==> src/rtl/crc8_frame_rx.sv <==
// Deserializes 24-bit frames (16-bit payload + CRC-8, MSB first) and reports good/CRC/length results.
// Results are registered one cycle after cs_n rises; the serial input is never stalled.
module crc8_frame_rx #(
  parameter int TIMEOUT_CYC = 1024,
  parameter int ERR_CNT_W   = 8
) (
  input  logic                 clk,
  input  logic                 rst_n,
  input  logic                 cs_n,
  input  logic                 bit_vld,
  input  logic                 bit_in,
  input  logic                 err_cnt_clr,
  output logic [15:0]          rx_data,
  output logic                 rx_vld,
  output logic                 crc_err,
  output logic                 len_err,
  output logic                 busy,
  output logic [ERR_CNT_W-1:0] crc_err_cnt
);

  localparam int                IDLE_W    = $clog2(TIMEOUT_CYC + 1);
  localparam logic [IDLE_W-1:0] IDLE_LAST = IDLE_W'(TIMEOUT_CYC - 1);
  localparam logic [IDLE_W-1:0] IDLE_MAX  = IDLE_W'(TIMEOUT_CYC);

  typedef enum logic [1:0] {S_IDLE, S_SHIFT, S_ABORT} state_t;

  state_t                r_state, w_state_nxt;
  logic [23:0]           r_sreg, w_sreg_nxt;
  logic [4:0]            r_bit_cnt, w_bit_cnt_nxt;
  logic [IDLE_W-1:0]     r_idle_cnt, w_idle_cnt_nxt;
  logic [15:0]           r_rx_data, w_rx_data_nxt;
  logic                  r_rx_vld, w_rx_vld_nxt;
  logic                  r_crc_err, w_crc_err_nxt;
  logic                  r_len_err, w_len_err_nxt;
  logic [ERR_CNT_W-1:0]  r_err_cnt, w_err_cnt_nxt;
  logic                  w_crc_ok;

  // Bit-serial LFSR unrolled over the payload: poly 0x2F, seed 0xFF, no reflection or final XOR.
  function automatic logic [7:0] crc8_16(input logic [15:0] d);
    logic [7:0] c;
    c = 8'hFF;
    for (int i = 15; i >= 0; i--) begin
      c = (c[7] ^ d[i]) ? ({c[6:0], 1'b0} ^ 8'h2F) : {c[6:0], 1'b0};
    end
    return c;
  endfunction

  assign w_crc_ok = (crc8_16(r_sreg[23:8]) == r_sreg[7:0]);

  always_comb begin
    w_state_nxt    = r_state;
    w_sreg_nxt     = r_sreg;
    w_bit_cnt_nxt  = r_bit_cnt;
    w_idle_cnt_nxt = r_idle_cnt;
    w_rx_data_nxt  = r_rx_data;
    w_rx_vld_nxt   = 1'b0;
    w_crc_err_nxt  = 1'b0;
    w_len_err_nxt  = 1'b0;
    case (r_state)
      S_IDLE: begin
        if (!cs_n) begin
          w_state_nxt    = S_SHIFT;
          w_sreg_nxt     = {23'd0, bit_vld & bit_in};
          w_bit_cnt_nxt  = bit_vld ? 5'd1 : 5'd0;
          w_idle_cnt_nxt = '0;
        end
      end
      S_SHIFT: begin
        if (cs_n) begin
          w_state_nxt = S_IDLE;
          if (r_bit_cnt != 5'd24) begin
            w_len_err_nxt = 1'b1;
          end else if (w_crc_ok) begin
            w_rx_vld_nxt  = 1'b1;
            w_rx_data_nxt = r_sreg[23:8];
          end else begin
            w_crc_err_nxt = 1'b1;
          end
        end else if (bit_vld) begin
          w_sreg_nxt     = {r_sreg[22:0], bit_in};
          w_idle_cnt_nxt = '0;
          // 25 encodes "more than 24 bits"
          if (r_bit_cnt != 5'd25) w_bit_cnt_nxt = r_bit_cnt + 5'd1;
        end else if (r_idle_cnt == IDLE_LAST) begin
          w_idle_cnt_nxt = IDLE_MAX;
          w_len_err_nxt  = 1'b1;
          w_state_nxt    = S_ABORT;
        end else begin
          w_idle_cnt_nxt = r_idle_cnt + 1'b1;
        end
      end
      S_ABORT: begin
        if (cs_n) w_state_nxt = S_IDLE;
      end
      default: w_state_nxt = S_IDLE;
    endcase

    w_err_cnt_nxt = r_err_cnt;
    if (err_cnt_clr) begin
      w_err_cnt_nxt = '0;
    end else if (w_crc_err_nxt && (r_err_cnt != '1)) begin
      w_err_cnt_nxt = r_err_cnt + 1'b1;
    end
  end

  always_ff @(posedge clk or negedge rst_n) begin
    if (!rst_n) r_state <= S_IDLE;
    else        r_state <= w_state_nxt;
  end

  always_ff @(posedge clk or negedge rst_n) begin
    if (!rst_n) begin
      r_sreg     <= '0;
      r_bit_cnt  <= '0;
      r_idle_cnt <= '0;
      r_rx_data  <= '0;
      r_rx_vld   <= 1'b0;
      r_crc_err  <= 1'b0;
      r_len_err  <= 1'b0;
      r_err_cnt  <= '0;
    end else begin
      r_sreg     <= w_sreg_nxt;
      r_bit_cnt  <= w_bit_cnt_nxt;
      r_idle_cnt <= w_idle_cnt_nxt;
      r_rx_data  <= w_rx_data_nxt;
      r_rx_vld   <= w_rx_vld_nxt;
      r_crc_err  <= w_crc_err_nxt;
      r_len_err  <= w_len_err_nxt;
      r_err_cnt  <= w_err_cnt_nxt;
    end
  end

  assign rx_data     = r_rx_data;
  assign rx_vld      = r_rx_vld;
  assign crc_err     = r_crc_err;
  assign len_err     = r_len_err;
  assign busy        = (r_state != S_IDLE);
  assign crc_err_cnt = r_err_cnt;

endmodule

==> config.mk <==
export PLATFORM = sky130hd
export DESIGN_NAME = crc8_frame_rx
export DESIGN_NICKNAME = d
export VERILOG_FILES = /design/src/rtl/crc8_frame_rx.sv
export SDC_FILE = /design/constraint.sdc
export NUM_CORES = 1
export LEC_CHECK = 0
export ABC_AREA = 1
export CELL_PAD_IN_SITES_DETAIL_PLACEMENT = 1
export CELL_PAD_IN_SITES_GLOBAL_PLACEMENT = 1
export CORE_MARGIN = 2
export CORE_UTILIZATION = 40
export DETAILED_ROUTE_END_ITERATION = 8
export PLACE_DENSITY_LB_ADDON = 0.1
export SETUP_SLACK_MARGIN = 0.02
export SYNTH_ARGS = -nofsm -noshare
export SYNTH_HDL_FRONTEND = slang
export SYNTH_SLANG_ARGS = --single-unit
export TNS_END_PERCENT = 100
==> constraint.sdc <==
create_clock -name clk -period 3.9 [get_ports clk]
set_input_delay 0.78 -clock clk [delete_from_list [all_inputs] [get_ports clk]]
set_output_delay 0.78 -clock clk [all_outputs]
set_load 0.02 [all_outputs]
## Yosys cells after proc, flatten, opt, wreduce, memory -nomap -nowiden

Index checks and enable logic that the tools add are counted.

| word-level totals | value |
|---|---|
| register bits after elaboration | 69 |
| word-level logic and storage cells | 120 |

| cells by class | value |
|---|---|
| add/subtract/negate cells | 3 |
| equal/unequal tests | 14 |
| mux-type cells | 52 |
| bitwise operators | 32 |
| reduce and logical (&&, ||, !) cells | 10 |

Operator list:

| operator | number |
|---|---|
| 6-bit two-way mux | 16 |
| 5-bit NOT | 15 |
| 24-bit two-way mux | 3 |
| 24-bit case mux with 2 select lines | 1 |
| 11-bit two-way mux | 4 |
| 11-bit case mux with 2 select lines | 1 |
| 5-bit two-way mux | 4 |
| 8-bit two-way mux | 2 |
| 1-bit two-way mux | 14 |
| 1-bit XOR | 13 |
| 4-bit AND reduction | 3 |
| 11-bit by 1-bit adder with 11-bit output, second input constant | 1 |
| 11-bit by 10-bit == test with 1-bit output, second input constant | 1 |
| 2-bit two-way mux | 5 |
| 2-bit inequality test, second input constant | 5 |
| 5-bit inequality test, second input constant | 2 |
| 5-bit case mux with 2 select lines | 1 |
| 8-bit by 1-bit adder with 8-bit output, second input constant | 1 |
| 8-bit == test | 1 |
| 8-bit inequality test, second input constant | 1 |
| 3-bit inequality test, second input constant | 2 |
| 2-bit case mux with 3 select lines | 1 |
| 2-bit nonzero test | 3 |
| 5-bit by 1-bit adder with 5-bit output, second input constant | 1 |
| other kinds (9) | 10 |

## Depth between registers and ports, before layout

Gate-level depths: netlist (run 1).

| depth | value |
|---|---|
| word-level depth | 39 |
| mapped depth | 25 |
| gate-level depth less buffers | 24 |

## Worst setup path after synthesis (run 1)

OpenSTA, ideal clock, no wires.

| timing | value |
|---|---|
| path type | flip-flop to flip-flop |
| start | register r_sreg[19] |
| end | register r_rx_data[13] (netlist: rx_data[13]) |
| library setup time | 0.124 ns |
| data arrival time | 2.337 ns |
| slack | 1.439 ns |
| cell stages (with the launch flop) | 23 |
| period minus slack after synthesis | 2.461 ns |
| cell sequence | dfrtp_1 -> buf_6 -> inv_4 -> nand2_1 -> nand2_2 -> inv_1 -> nand2_2 -> nand2_1 -> nand2_1 -> nand3_1 -> nand3_1 -> nand3_1 -> nand2_2 -> nand2_1 -> nand3_1 -> nand3_1 -> nor2_4 -> nand3_2 -> nor2_2 -> nand2_2 -> buf_6 -> nand2_1 -> o21ai_1 |

| between the ends | value |
|---|---|
| word-level cells in the longest chain between the ends | 21 |

Ends and longest elaborated chain:

| item | RTL line | RTL |
|---|---|---|
| from (decl) | 28 | `logic [23:0] r_sreg, w_sreg_nxt;` |
| from (signal assigned) | 122 | `r_sreg <= w_sreg_nxt;` |
| 1-bit XOR * | 43 | `c = (c[7] ^ d[i]) ? ({c[6:0], 1'b0} ^ 8'h2F) : {c[6:0], 1'b0};` |
| 6-bit two-way mux * | 43 |  |
| 5-bit NOT (no source line) | - |  |
| 6-bit two-way mux | 43 |  |
| 5-bit NOT (no source line) | - |  |
| 6-bit two-way mux | 43 |  |
| 5-bit NOT (no source line) | - |  |
| 6-bit two-way mux (2 in series) | 43 |  |
| (+4 left out) | - |  |
| 5-bit NOT (no source line) | - |  |
| 6-bit two-way mux | 43 |  |
| 5-bit NOT (no source line) | - |  |
| 6-bit two-way mux | 43 |  |
| 5-bit NOT (no source line) | - |  |
| 6-bit two-way mux | 43 |  |
| 8-bit == test * | 48 | `assign w_crc_ok = (crc8_16(r_sreg[23:8]) == r_sreg[7:0]);` |
| 4-bit AND reduction (no source line) * | - |  |
| to (signal assigned) | 125 | `r_rx_data <= w_rx_data_nxt;` |
| to (decl) | 31 | `logic [15:0] r_rx_data, w_rx_data_nxt;` |

Every way passes the cells marked *; elsewhere a longest branch is shown, timed or not.
A chain may end at the register's enable or synchronous reset.

## Final worst setup path (run 1)

| timing | value |
|---|---|
| start | register r_sreg[19] |
| end | register r_rx_data[1] (netlist: rx_data[1]) |

Same word-level chain as after synthesis.

==> flow_summary.ini, run 1 <==
[run_status]
status = finished clean

[floorplanning]
coreArea_um2 = 10300
io_pins = 34
start_util_pct = 41.0
rows = 37
die_area_um2 = 11400
die_h_um = 107
die_x_um = 107

[synthesis]
yosys-top-cells-area = dfrtp_1 (41%), nand2_1 (17%), nand3_1 (9.2%)
netlist_instances = 580
ys_seq_elements = 69
yosys.area.top_type = dfrtp_1
syn-num-nets = 591
syn_area_um2 = 4240
ys_types = 29
avgSynthCellArea_um2 = 7.31
synth_top_area_share_pct = 40.7
ys_seq_area_share_pct = 40.7
yosysWarnings = 0

[power_and_ir_drop]
power_frac_clock_pct = 45.3
leakage_nw = 2.42
ir_worst_vdd_mv = 0.247
p_seq_share_pct = 47.2
powerDensity_nw_per_um2 = 321
combPwrFrac_pct = 7.5
switching_share_pct = 23.3
p_sw_mw = 0.369
intPower_mw = 1.21

[setup_path]
worstPathArrival_ns = 3.69
worst_r2r_path_depth = 21
end_kind = flop
setup.worst_path.start_class = flop
critPathMaxFanout = 33
critPathRequiredTime_ns = 4.11
critPathKind = reg -> reg

[sta]
worst_pin_slew_ns = 0.816
slew_violations = 0
clock_skew_ns = 0.0121
fin_setup_tns_ns = 0
setup_viol = 0
holdWs_ns = 0.350
min_period_ns = 3.48
final_hold_viol_count = 0
fmax_mhz = 287
timing.slew.headroom_pct = 45.5
rsz0062_at_grt = no
fin_crit_sh_pct = 89.4

[final_layout]
n_antenna_cell = 0
nets = 627
layout-drive-gt1-share_pct = 11.1
area_growth_pct = 16.3
utilization_pct = 47.8
design_area_um2 = 4930
stdcell_count = 757

[route]
drcViolationCount = 0
wl_met2_um = 5860
post_drt_wl_per_cell_um = 15.7
met1_length_um = 5690
vias = 4005
route.antenna.remaining_nets = 0
viasPerCell = 5.29
highest_layer = met4
first_pass_iters = 4
first_iter_violations = 187
wl_met3_um = 206
routed_wl_um = 11900

[cts]
clkTransAtPathRegs_ns = 0.07
h-tree-depth = 3
max-clock-path-buffers = 2
clock-sinks = 69
cts_hold_buf = 0
tritoncts = yes
cts-root-buf = clkbuf_8
clk_latency_ns = 0.35
cts_resized = 0
cts_buffers = 9
post_cts_buffers = 0

[min_path]
hp-class = in -> async

[global_routing]
grt_pass1_vias = 4233
grt_usage_pct = 22.7
grt_overflow = 0
grt_max_degree = 54
grt_pass1_wl_um = 20600
antenna_found_initial = 0

[place]
dpl_cell_area_um2 = 4680
place_inst = 741
portBuffers = 33
post-dp-hpwl_um = 8950
gp_congestion = 0.852

[run]
cap_violations = 0
## path summary, 6_finish.rpt
path | from | to | slack [ns]
setup / recovery | r_sreg[19] | rx_data[1] | 0.42
hold / removal | rst_n | r_bit_cnt[2] | 0.35
setup reg to reg | r_sreg[19] | rx_data[1] | 0.42
hold reg to reg | rx_data[14] | rx_data[14] | 0.50
max in group asynchronous | rst_n | r_idle_cnt[5] | 2.53
min in group clk | rx_data[14] | rx_data[14] | 0.50
## flip-flops by register name (all words and copies together), names as in the netlist
| register | cells |
|---|---|
| r_sreg | 24 |
| rx_data | 16 |
| r_idle_cnt | 11 |
| crc_err_cnt | 8 |
| r_bit_cnt | 5 |
| r_state | 2 |
| crc_err | 1 |
| len_err | 1 |
| rx_vld | 1 |
## area by class of cell
| cell class | count | area, µm² |
|---|---|---|
| Tap cell | 136 | 170 |
| Fill cell | 1319 | 5390 |
| Timing Repair Buffer | 36 | 348 |
| Inverter | 63 | 241 |
| Clock inverter | 5 | 108 |
| Clock buffer | 11 | 141 |
| Multi-Input combinational cell | 437 | 2190 |
| Sequential cell | 69 | 1730 |
## cells by family (layout without fill, tap and decap cells)
group	after synthesis	after routing	synth area share, %
buffers and inverters	74	115	7.47
AND/OR/NAND/NOR	349	349	37.2
AO/OA/AOI/OAI	64	64	9.01
XOR/XNOR	19	19	4.10
adder cells (fa/ha/maj)	5	5	1.48
flip-flops	69	69	40.7
## cell usage after synthesis
library cell  count
a21oi_1          10
a31oi_1           1
buf_4             1
buf_6             4
clkbuf_1          6
dfrtp_1          69
ha_1              5
inv_1            57
inv_2             4
inv_4             2
nand2_1         195
nand2_2          21
nand2_4           2
nand3_1          78
nand3_2           7
nand4_1          11
nor2_1           24
nor2_2            3
nor2_4            1
nor3_1            4
nor3b_1           2
o21ai_0          13
o21ai_1           8
o21ai_2           8
o22ai_1          24
or2_2             1
xnor2_1           5
xor2_1           13
xor2_2            1
## worst max-delay path, stage by stage (launching register included)
cell and delay, ns:
dfrtp_1 0.58, inv_4 0.11, nand2_1 0.09, nand2_2 0.10, inv_1 0.08, nand2_2 0.06
nand2_1 0.17, nand2_1 0.11, nand3_1 0.15, nand3_1 0.18, nand3_1 0.13, nand2_1 0.12
nand2_1 0.11, nand2_1 0.06, nand2_1 0.05, nand3_1 0.15, nor2_4 0.15, nand3_2 0.07
nor2_2 0.15, nand2_2 0.41, nand2_1 0.23, o21ai_2 0.07
## stage by stage
| stage | total power [mW] | worst slack, ns |
|---|---|---|
| CTS | 1.60 | 0.477 |
| global route | 1.66 | 0.0232 |
| floorplan | 0.830 | 1.44 |
| global placement | 0.877 | 0.647 |
| finish | 1.58 | 0.415 |
| detailed placement | 0.881 | 0.504 |
## layout by cell type (no fill, tap or decap), types with 11 or more instances in the layout
cell / n
nand2_1: 195
nand3_1: 78
dfrtp_1: 69
inv_1: 57
clkdlybuf4s50_1: 32
nor2_1: 24
o22ai_1: 24
nand2_2: 21
xor2_1: 13
o21ai_0: 13
nand4_1: 11
## power by group through the flow
stage               combinational (mW)  clock, mW  sequential [mW]
finish                           0.119      0.717            0.747
global route                     0.138      0.771            0.749
CTS                              0.121      0.736            0.747
detailed placement               0.119          0            0.761
global placement                 0.117          0            0.760
floorplan                       0.0708          0            0.759
## routing by layer
layer	up-vias	track usage, %
met1	1982	30.7
met4	0	6.12
met5	-	0
met2	41	38.9
li1	1968	-
met3	14	2.55
(Power assumes the default switching activity.)
==> inputs of run 2 (changes only) <==
--- a/config.mk
+++ b/config.mk
@@ -16,4 +16,4 @@
 export SYNTH_ARGS = -nofsm -noshare
 export SYNTH_HDL_FRONTEND = slang
 export SYNTH_SLANG_ARGS = --single-unit
-export TNS_END_PERCENT = 100
+export TNS_END_PERCENT = 10
==> results of run 2 <==
No change in the layout: final DEF, timing and power equal those of run 1.
